--- src/rtl/flag_cdc_pkg.sv ---
// +----------------------------------------------------------------------+
// | flag_cdc_pkg: shared types/limits for the toggle-flag CDC handshake   |
// | Rev 1.0                                                              |
// +----------------------------------------------------------------------+
`default_nettype none
`timescale 1ns/1ps

package flag_cdc_pkg;

  typedef enum logic [0:0] {
    IDLE    = 1'b0,
    PENDING = 1'b1
  } rxState_t;

  localparam int SYNC_STAGES_MIN = 2;
  localparam int SYNC_STAGES_MAX = 4;
  localparam int CNT_W_DEFAULT   = 16;

  // Keeps an out-of-range synchroniser depth inside the supported window.
  function automatic int clampStages(input int stages);
    if (stages < SYNC_STAGES_MIN) return SYNC_STAGES_MIN;
    if (stages > SYNC_STAGES_MAX) return SYNC_STAGES_MAX;
    return stages;
  endfunction

endpackage

`default_nettype wire

--- src/rtl/sync_bit_chain.sv ---
// +----------------------------------------------------------------------+
// | sync_bit_chain: single-bit multi-flop synchroniser, sync reset to 0   |
// | Rev 1.0                                                              |
// +----------------------------------------------------------------------+
`default_nettype none
`timescale 1ns/1ps

module sync_bit_chain #(
  parameter int STAGES = 2
) (
  input  logic clk,
  input  logic rstN,
  input  logic d,
  output logic q
);

  logic [STAGES-1:0] r_chain;

  always_ff @(posedge clk) begin
    if (!rstN) begin
      r_chain <= '0;
    end else begin
      r_chain <= {r_chain[STAGES-2:0], d};
    end
  end

  assign q = r_chain[STAGES-1];

endmodule

`default_nettype wire

--- src/rtl/flag_ack_receiver.sv ---
// +----------------------------------------------------------------------+
// | flag_ack_receiver: destination end of toggle-flag/ack CDC handshake   |
// | Rev 1.0                                                              |
// +----------------------------------------------------------------------+
`default_nettype none
`timescale 1ns/1ps

module flag_ack_receiver
  import flag_cdc_pkg::*;
#(
  parameter int SYNC_STAGES   = 2,
  parameter bit ACK_ON_ACCEPT = 1'b1,
  parameter int CNT_W         = CNT_W_DEFAULT
) (
  input  logic             clkB,
  input  logic             rstB,
  input  logic             ToggleIn_async,
  input  logic             Ready_clkB,
  output logic             Valid_clkB,
  output logic             AckToggle_clkB,
  output logic [CNT_W-1:0] EventCount_clkB,
  output logic             Overrun_clkB,
  input  logic             ClearOverrun_clkB
);

  localparam int c_stages = clampStages(SYNC_STAGES);

  logic             w_syncOut;
  logic             r_hist;
  logic             w_edge;
  rxState_t         r_state;
  rxState_t         w_stateNext;
  logic             w_ackFlip;
  logic             w_accept;
  logic             w_overrunSet;
  logic             r_ack;
  logic [CNT_W-1:0] r_eventCount;
  logic             r_overrun;

  sync_bit_chain #(
    .STAGES (c_stages)
  ) u_sync (
    .clk  (clkB),
    .rstN (rstB),
    .d    (ToggleIn_async),
    .q    (w_syncOut)
  );

  assign w_edge = w_syncOut ^ r_hist;

  always_comb begin
    w_stateNext  = r_state;
    w_ackFlip    = 1'b0;
    w_accept     = 1'b0;
    w_overrunSet = 1'b0;
    case (r_state)
      IDLE: begin
        if (w_edge) begin
          w_stateNext = PENDING;
          w_ackFlip   = !ACK_ON_ACCEPT;
        end
      end
      PENDING: begin
        if (Ready_clkB) begin
          // A new edge coinciding with accept is taken as the next pending event.
          w_accept    = 1'b1;
          w_ackFlip   = ACK_ON_ACCEPT ? 1'b1 : w_edge;
          w_stateNext = w_edge ? PENDING : IDLE;
        end else if (w_edge) begin
          w_overrunSet = 1'b1;
        end
      end
      default: w_stateNext = IDLE;
    endcase
  end

  always_ff @(posedge clkB) begin
    if (!rstB) begin
      r_state      <= IDLE;
      r_hist       <= 1'b0;
      r_ack        <= 1'b0;
      r_eventCount <= '0;
      r_overrun    <= 1'b0;
    end else begin
      r_state <= w_stateNext;
      r_hist  <= w_syncOut;
      if (w_ackFlip) begin
        r_ack <= ~r_ack;
      end
      if (w_accept) begin
        r_eventCount <= r_eventCount + CNT_W'(1);
      end
      if (w_overrunSet) begin
        r_overrun <= 1'b1;
      end else if (ClearOverrun_clkB) begin
        r_overrun <= 1'b0;
      end
    end
  end

  assign Valid_clkB      = (r_state == PENDING);
  assign AckToggle_clkB  = r_ack;
  assign EventCount_clkB = r_eventCount;
  assign Overrun_clkB    = r_overrun;

endmodule

`default_nettype wire

--- config.mk ---
export PLATFORM = sky130hd
export DESIGN_NAME = flag_ack_receiver
export DESIGN_NICKNAME = d
export VERILOG_FILES = /design/src/rtl/flag_cdc_pkg.sv /design/src/rtl/sync_bit_chain.sv /design/src/rtl/flag_ack_receiver.sv
export SDC_FILE = /design/constraint.sdc
export NUM_CORES = 1
export LEC_CHECK = 0
export CAP_MARGIN = 40
export CORE_MARGIN = 1
export CORE_UTILIZATION = 46
export CTS_BUF_LIST = sky130_fd_sc_hd__clkbuf_8
export CTS_CLUSTER_SIZE = 16
export DETAILED_ROUTE_END_ITERATION = 12
export HOLD_SLACK_MARGIN = 0.1
export PLACE_DENSITY = 0.86
export SLEW_MARGIN = 5
export SYNTH_ARGS = -nofsm -noshare
export SYNTH_HDL_FRONTEND = slang
export SYNTH_SLANG_ARGS = --single-unit
--- constraint.sdc ---
create_clock -name clkB -period 1.5 [get_ports clkB]
set_input_delay 0.3 -clock clkB [delete_from_list [all_inputs] [get_ports clkB]]
set_output_delay 0.3 -clock clkB [all_outputs]
set_load 0.02 [all_outputs]
==> results of run 1 <==
-- registers in the layout (all words and copies together) (netlist names) --
name	cells
AckToggle_clkB	1
Valid_clkB	1
r_hist	1
EventCount_clkB	16
u_sync.r_chain	2
Overrun_clkB	1
-- cell usage after synthesis, drive strengths merged --
cell | n | area (um^2)
ha | 1 | 12.5
and4 | 1 | 8.76
mux2i | 1 | 10.0
or3 | 1 | 6.26
dfxtp | 22 | 440
nor3 | 2 | 10.0
nor4b | 2 | 38.8
xnor2 | 7 | 61.3
nand2b | 2 | 12.5
a21oi | 5 | 25.0
a31o | 1 | 8.76
nand4 | 5 | 52.6
nand2 | 8 | 30.0
o21ai | 1 | 5.00
nor4 | 1 | 12.5
inv | 3 | 11.3
and3 | 2 | 12.5
xor2 | 7 | 61.3
nor2 | 17 | 63.8
buf | 1 | 3.75
clkinv | 1 | 3.75
nand3 | 4 | 20.0
and2 | 3 | 18.8
-- through the flow --
step	cells	setup slack, ps	power (mW)	hold slack, ps
floorplan	98	34.1	0.632	412
global placement	153	-207	0.662	417
detailed placement	153	-264	0.663	430
CTS	157	4.99	1.07	448
global route	157	-20.8	1.10	466
finish	157	40.4	1.06	444
-- path summary, 6_finish.rpt --
kind         slack [ps]                 end  cells past startpoint
min reg2reg         440   u_sync.r_chain[1]                      1
max reg2reg          80  EventCount_clkB[8]                      5
max                  40  EventCount_clkB[8]                      5
min                 440   u_sync.r_chain[1]                      1
-- power groups by stage --
stage	combinational (mW)	sequential [mW]	clock (mW)
3_3_place_gp	0.0518	0.610	0
4_1_cts	0.0503	0.596	0.419
5_1_grt	0.0552	0.598	0.449
3_5_place_dp	0.0524	0.610	0
6_report	0.0506	0.596	0.416
2_1_floorplan	0.0174	0.615	0
-- layout make-up --
| cell class | instances | area share |
|---|---|---|
| inverter | 4 | 0.0117 |
| tap | 25 | 0.0243 |
| timing repair buffer | 31 | 0.210 |
| multi-input combinational | 71 | 0.369 |
| clock buffer | 4 | 0.0427 |
| sequential | 22 | 0.343 |
-- routing by layer --
layer | share of wire | vias up
met5 | 0 | -
met4 | 0.028 | 0
met3 | 0.037 | 7
met2 | 0.50 | 18
met1 | 0.43 | 348
li1 | - | 396
-- worst max-delay path, stage by stage --
cell	delay, ps
clkdlybuf4s50_1	520
nand3_1	240
nor3_1	320
xnor2_1	160
nor2_1	60
-- repair_timing --
action,4_1_cts,5_1_grt
hold endpoints to repair,0,0
pin swaps,0,2
hold buffers,0,0
endpoints found under the setup margin,18,6
resized for setup,18,5
gates cloned,0,0
-- kinds of logic after synthesis --
group / Yosys count / share of synthesized area
buffers and inverters: 5 / 0.0202
AO/OA/AOI/OAI: 7 / 0.0417
multiplexers: 1 / 0.0108
AND/OR/NAND/NOR: 48 / 0.308
adder cells (fa/ha/maj): 1 / 0.0135
XOR/XNOR: 14 / 0.132
flip-flops: 22 / 0.474
==> reports/qor.json, run 1 <==
{
  "flow_run": {
    "max_capacitance_violation_count": 0
  },
  "power": {
    "internal_power_uw": 850,
    "leakage_nw": 0.612,
    "p_clk_frac": 0.391,
    "powerDensity_nw_per_um2": 825,
    "power.share.switching": 0.200,
    "power.switching_uw": 213,
    "p_seq_frac": 0.561,
    "power.combinational.fraction": 0.048,
    "vdd.ir_drop.worst_v": 0.000661
  },
  "cts": {
    "clock_latency_ps": 260,
    "cts.sinks": 22,
    "post-cts-setup-buffer-count": 0,
    "cts_root_buf": "clkbuf_8",
    "htree_levels": 1,
    "tritoncts.num_buffers": 3,
    "max-clock-path-buffers": 2,
    "worst_setup_hold_path_clk_slew_ps": 80,
    "tritoncts": "built"
  },
  "routing": {
    "drtPass1Iterations": 4,
    "via_per_inst": 4.90,
    "drtIter0Drc": 6,
    "antenna_left": 0,
    "route.detailed.wl_per_inst_um": 12.5,
    "vias": 769,
    "post-route-drc-count": 0,
    "postRouteWirelength_mm": 1.96
  },
  "sta": {
    "finalMaxSlewViolations": 0,
    "finClkSkew_ps": 2.26,
    "hold_viol_final": 0,
    "post-route-min-period_ps": 1460,
    "fmaxAchievable_mhz": 685,
    "timing.setup.tns_ps": 0,
    "post-route-period-util": 0.973,
    "final_setup_violations": 0,
    "worst_pin_slew_ps": 278,
    "worst_slew_margin_rel": 0.814
  },
  "logic_synthesis": {
    "ys_warn_count": 0,
    "synthesized_instance_count": 98,
    "syn-num-nets": 104,
    "syn-cell-area_um2": 930,
    "synth_cell_types": 26,
    "synth-seq-cells": 22,
    "synth.yosys.seq_area_share": 0.474,
    "syn_area_per_cell_um2": 9.49
  },
  "critical_path": {
    "cp.arrival_ps": 1610,
    "critPathLaunchType": "input pin",
    "worst_setup_path_end_kind": "flip-flop",
    "worstPathMaxFanout": 6,
    "worst_r2r_startpoint": "EventCount_clkB[1]",
    "beginning_of_the_critical_path": "Ready_clkB",
    "timing.setup.critical_path_class": "in -> reg",
    "critPathRequiredTime_ps": 1650
  },
  "die": {
    "ports_placed_on_the_boundary": 24,
    "floorplan.core_area_um2": 1800,
    "fp.dieH_um": 47.0,
    "die-area_um2": 2200,
    "die_width_um": 47.0,
    "start_util": 0.516,
    "number_of_rows_in_the_core_area": 15
  },
  "final_layout": {
    "syn2layout_area_growth_pct": 38.6,
    "layout-drive-gt1-share": 0.159,
    "final_util": 0.715,
    "antenna-diode-count": 0,
    "layout_commonest_cell": "dfxtp_1",
    "mostFrequentLayoutCells": "dfxtp_1, dlygate4sd2_1, nor2_1",
    "finish.net_count": 139,
    "stdcell_area_um2": 1290,
    "multiInputGateArea_um2": 475,
    "sequential_cell_area_um2": 442,
    "filler_cells_inserted": 145
  },
  "global_routing": {
    "globalRoute.busiestLayer": "met2",
    "pin_count_of_the_biggest_net_entering_global_routing": 19,
    "grtUsageMet1": 0.228,
    "grt_antenna_before_repair": 0,
    "grt_pass1_wl_mm": 3.07,
    "use_met2": 0.353,
    "first_global_vias": 747,
    "global_route.overflow_total": 0,
    "grt.met3_usage": 0.0385,
    "grt_use_total": 0.202
  },
  "worst_hold_path": {
    "worstHoldPathType": "reg -> reg",
    "hold_sp": "u_sync.r_chain[0]"
  },
  "place": {
    "portBuffers": 23,
    "gpl.final_weighted_congestion": 0.785,
    "placed_area_um2": 1250,
    "detailedPlacementHpwl_mm": 1.36
  },
  "status": {
    "run_status": "finished, final reports clean"
  }
}
No activity file was read; power rests on OpenSTA's default activity.
==> run 2, diff against run 1 <==
--- a/config.mk
+++ b/config.mk
@@ -12,6 +12,7 @@
 export CTS_CLUSTER_SIZE = 16
 export DETAILED_ROUTE_END_ITERATION = 12
 export HOLD_SLACK_MARGIN = 0.1
+export MAX_ROUTING_LAYER = met4
 export PLACE_DENSITY = 0.86
 export SLEW_MARGIN = 5
 export SYNTH_ARGS = -nofsm -noshare
==> reports/qor.json, run 2 (synthesis results as in run 1) <==
{
  "die": {
    "number_of_rows_in_the_core_area": {"value": 15, "change": "unchanged"},
    "ports_placed_on_the_boundary": {"value": 24, "change": "unchanged"},
    "start_util": {"value": 0.516, "change": "unchanged"},
    "die_width": {"value": 47.0, "unit": "um", "change": "unchanged"},
    "fp.dieH": {"value": 47.0, "unit": "um", "change": "unchanged"},
    "die-area": {"value": 2200, "unit": "um^2", "change": "unchanged"},
    "floorplan.core_area": {"value": 1800, "unit": "um^2", "change": "unchanged"}
  },
  "status": {
    "run_status": {"value": "finished, final reports clean", "change": "unchanged"}
  },
  "critical_path": {
    "critPathLaunchType": {"value": "input pin", "change": "unchanged"},
    "worstPathMaxFanout": {"value": 6, "change": "unchanged"},
    "worstPathCellList": {"value": "clkdlybuf4s50_1 -> nand3_1 -> nor3_1 -> xnor2_1 -> nor2_1", "change": "unchanged"},
    "critPathTopFamily": {"value": "simple AND/OR/NAND/NOR gates", "change": "unchanged"},
    "critPathRequiredTime": {"value": 1650, "unit": "ps", "change": "about the same"},
    "path_buf_inv": {"value": 1, "change": "unchanged"},
    "standard_cell_with_the_maximum_stage_delay_on_the_critical_path": {"value": "clkdlybuf4s50_1", "change": "unchanged"},
    "cp.arrival": {"value": 1610, "unit": "ps", "change": "about the same"},
    "critical_path.max_stage_delay": {"value": 520, "unit": "ps", "change": "about the same"},
    "worst_setup_path_end_kind": {"value": "flip-flop", "change": "unchanged"},
    "timing.setup.critical_path_class": {"value": "in -> reg", "change": "unchanged"}
  },
  "routing": {
    "route.detailed.wl_per_inst": {"value": 12.5, "unit": "um", "change": "unchanged"},
    "drtPass1Iterations": {"value": 4, "change": "unchanged"},
    "post-route-drc-count": {"value": 0, "change": "unchanged"},
    "drtIter0Drc": {"value": 6, "change": "unchanged"},
    "vias": {"value": 769, "change": "unchanged"},
    "antenna_left": {"value": 0, "change": "unchanged"},
    "via_per_inst": {"value": 4.90, "change": "unchanged"},
    "postRouteWirelength": {"value": 1.96, "unit": "mm", "change": "unchanged"}
  },
  "place": {
    "portBuffers": {"value": 23, "change": "unchanged"},
    "detailedPlacementHpwl": {"value": 1.36, "unit": "mm", "change": "unchanged"},
    "placed_area": {"value": 1250, "unit": "um^2", "change": "unchanged"},
    "preCtsSetupSlack": {"value": -264, "unit": "ps", "change": "unchanged"},
    "gpl.final_weighted_congestion": {"value": 0.796, "change": "was 0.785"}
  },
  "global_routing": {
    "first_global_vias": {"value": 747, "change": "unchanged"},
    "grt_use_total": {"value": 0.209, "change": "was 0.202"},
    "global_route.overflow_total": {"value": 0, "change": "unchanged"},
    "pin_count_of_the_biggest_net_entering_global_routing": {"value": 19, "change": "unchanged"},
    "grt_pass1_wl": {"value": 3.07, "unit": "mm", "change": "unchanged"},
    "grt_antenna_before_repair": {"value": 0, "change": "unchanged"}
  },
  "sta": {
    "post-route-min-period": {"value": 1460, "unit": "ps", "change": "about the same"},
    "fmaxAchievable": {"value": 685, "unit": "MHz", "change": "about the same"},
    "worst_pin_slew": {"value": 278, "unit": "ps", "change": "unchanged"},
    "postLayoutSetupSlackWorst": {"value": 40.4, "unit": "ps", "change": "about the same"},
    "post-route-period-util": {"value": 0.973, "change": "about the same"},
    "hold_viol_final": {"value": 0, "change": "unchanged"},
    "finalMaxSlewViolations": {"value": 0, "change": "unchanged"},
    "worst_slew_margin_rel": {"value": 0.814, "change": "unchanged"},
    "finClkSkew": {"value": 2.24, "unit": "ps", "change": "was 2.26 ps"},
    "final_setup_violations": {"value": 0, "change": "unchanged"}
  },
  "cts": {
    "postCtsHoldBufs": {"value": 0, "change": "unchanged"},
    "cts_root_buf": {"value": "clkbuf_8", "change": "unchanged"},
    "tritoncts.num_buffers": {"value": 3, "change": "unchanged"},
    "tritoncts": {"value": "built", "change": "unchanged"},
    "htree_levels": {"value": 1, "change": "unchanged"},
    "clock_latency": {"value": 260, "unit": "ps", "change": "about the same"},
    "cts.sinks": {"value": 22, "change": "unchanged"},
    "post-cts-setup-buffer-count": {"value": 0, "change": "unchanged"},
    "max-clock-path-buffers": {"value": 2, "change": "unchanged"},
    "worst_setup_hold_path_clk_slew": {"value": 80, "unit": "ps", "change": "about the same"}
  },
  "final_layout": {
    "stdcell_area": {"value": 1290, "unit": "um^2", "change": "unchanged"},
    "layout_commonest_cell": {"value": "dfxtp_1", "change": "unchanged"},
    "layout-drive-gt1-share": {"value": 0.159, "change": "unchanged"},
    "mostFrequentLayoutCells": {"value": "dfxtp_1, dlygate4sd2_1, nor2_1", "change": "unchanged"},
    "antenna-diode-count": {"value": 0, "change": "unchanged"},
    "syn2layout_area_growth": {"value": 38.6, "unit": "%", "change": "unchanged"},
    "filler_cells_inserted": {"value": 145, "change": "unchanged"},
    "largest_register_ff_count": {"value": 16, "change": "unchanged"},
    "finish.net_count": {"value": 139, "change": "unchanged"}
  },
  "power": {
    "vdd.ir_drop.worst": {"value": 0.000661, "unit": "V", "change": "unchanged"},
    "finalPower": {"value": 1.06, "unit": "mW", "change": "about the same"},
    "leakage": {"value": 0.612, "unit": "nW", "change": "unchanged"},
    "powerDensity": {"value": 825, "unit": "nW/um^2", "change": "about the same"}
  },
  "flow_run": {
    "max_capacitance_violation_count": {"value": 0, "change": "unchanged"}
  },
  "worst_hold_path": {
    "worstHoldPathType": {"value": "reg -> reg", "change": "unchanged"}
  }
}
==> run 2: repair_timing <==
item                                   CTS  global route
pin swaps                                0             2
endpoints found under the hold margin    0             0
setup endpoints to repair               18             6
resized for setup                       18             5
==> run 2: area by class of cell <==
type | instances | area, um^2 | share of cell area
multi-input cells | 71 | 475 | 0.369
flip-flops and latches | 22 | 442 | 0.343
well taps | 25 | 31.3 | 0.0243
clock buffers | 4 | 55.1 | 0.0427
repair buffers | 31 | 270 | 0.210
inverters | 4 | 15.0 | 0.0117
==> run 2: power breakdown <==
| part | internal, mW | switching, mW | total [mW] |
|---|---|---|---|
| registers | 0.591 | 0.00546 | 0.596 |
| clock network | 0.234 | 0.182 | 0.416 |
| logic | 0.0250 | 0.0256 | 0.0506 |
| total | 0.850 | 0.213 | 1.06 |
==> run 2: final timing paths <==
kind	start	to	slack, ps	cells past startpoint
hold / removal	u_sync.r_chain[0]	u_sync.r_chain[1]	440	1
hold reg to reg	u_sync.r_chain[0]	u_sync.r_chain[1]	440	1
setup reg to reg	EventCount_clkB[1]	EventCount_clkB[8]	80	5
setup / recovery	Ready_clkB	EventCount_clkB[8]	40	5
==> run 2: stage by stage <==
stage | hold slack, ps | cells | utilization | setup TNS (ps)
2_1_floorplan | 412 | 98 | - | 0
3_3_place_gp | 417 | 153 | 0.692 | -1230
3_5_place_dp | 430 | 153 | 0.692 | -2000
4_1_cts | 448 | 157 | 0.710 | 0
5_1_grt | 466 | 157 | 0.715 | -31.3
6_report | 444 | 157 | 0.715 | 0
==> run 2: routing by layer <==
metal | track usage | share of wire | vias to the layer above
met5 | - | 0 | -
met4 | 0.120 | 0.028 | 0
met3 | 0.0346 | 0.034 | 7
met2 | 0.353 | 0.50 | 18
met1 | 0.231 | 0.44 | 348
li1 | - | - | 396
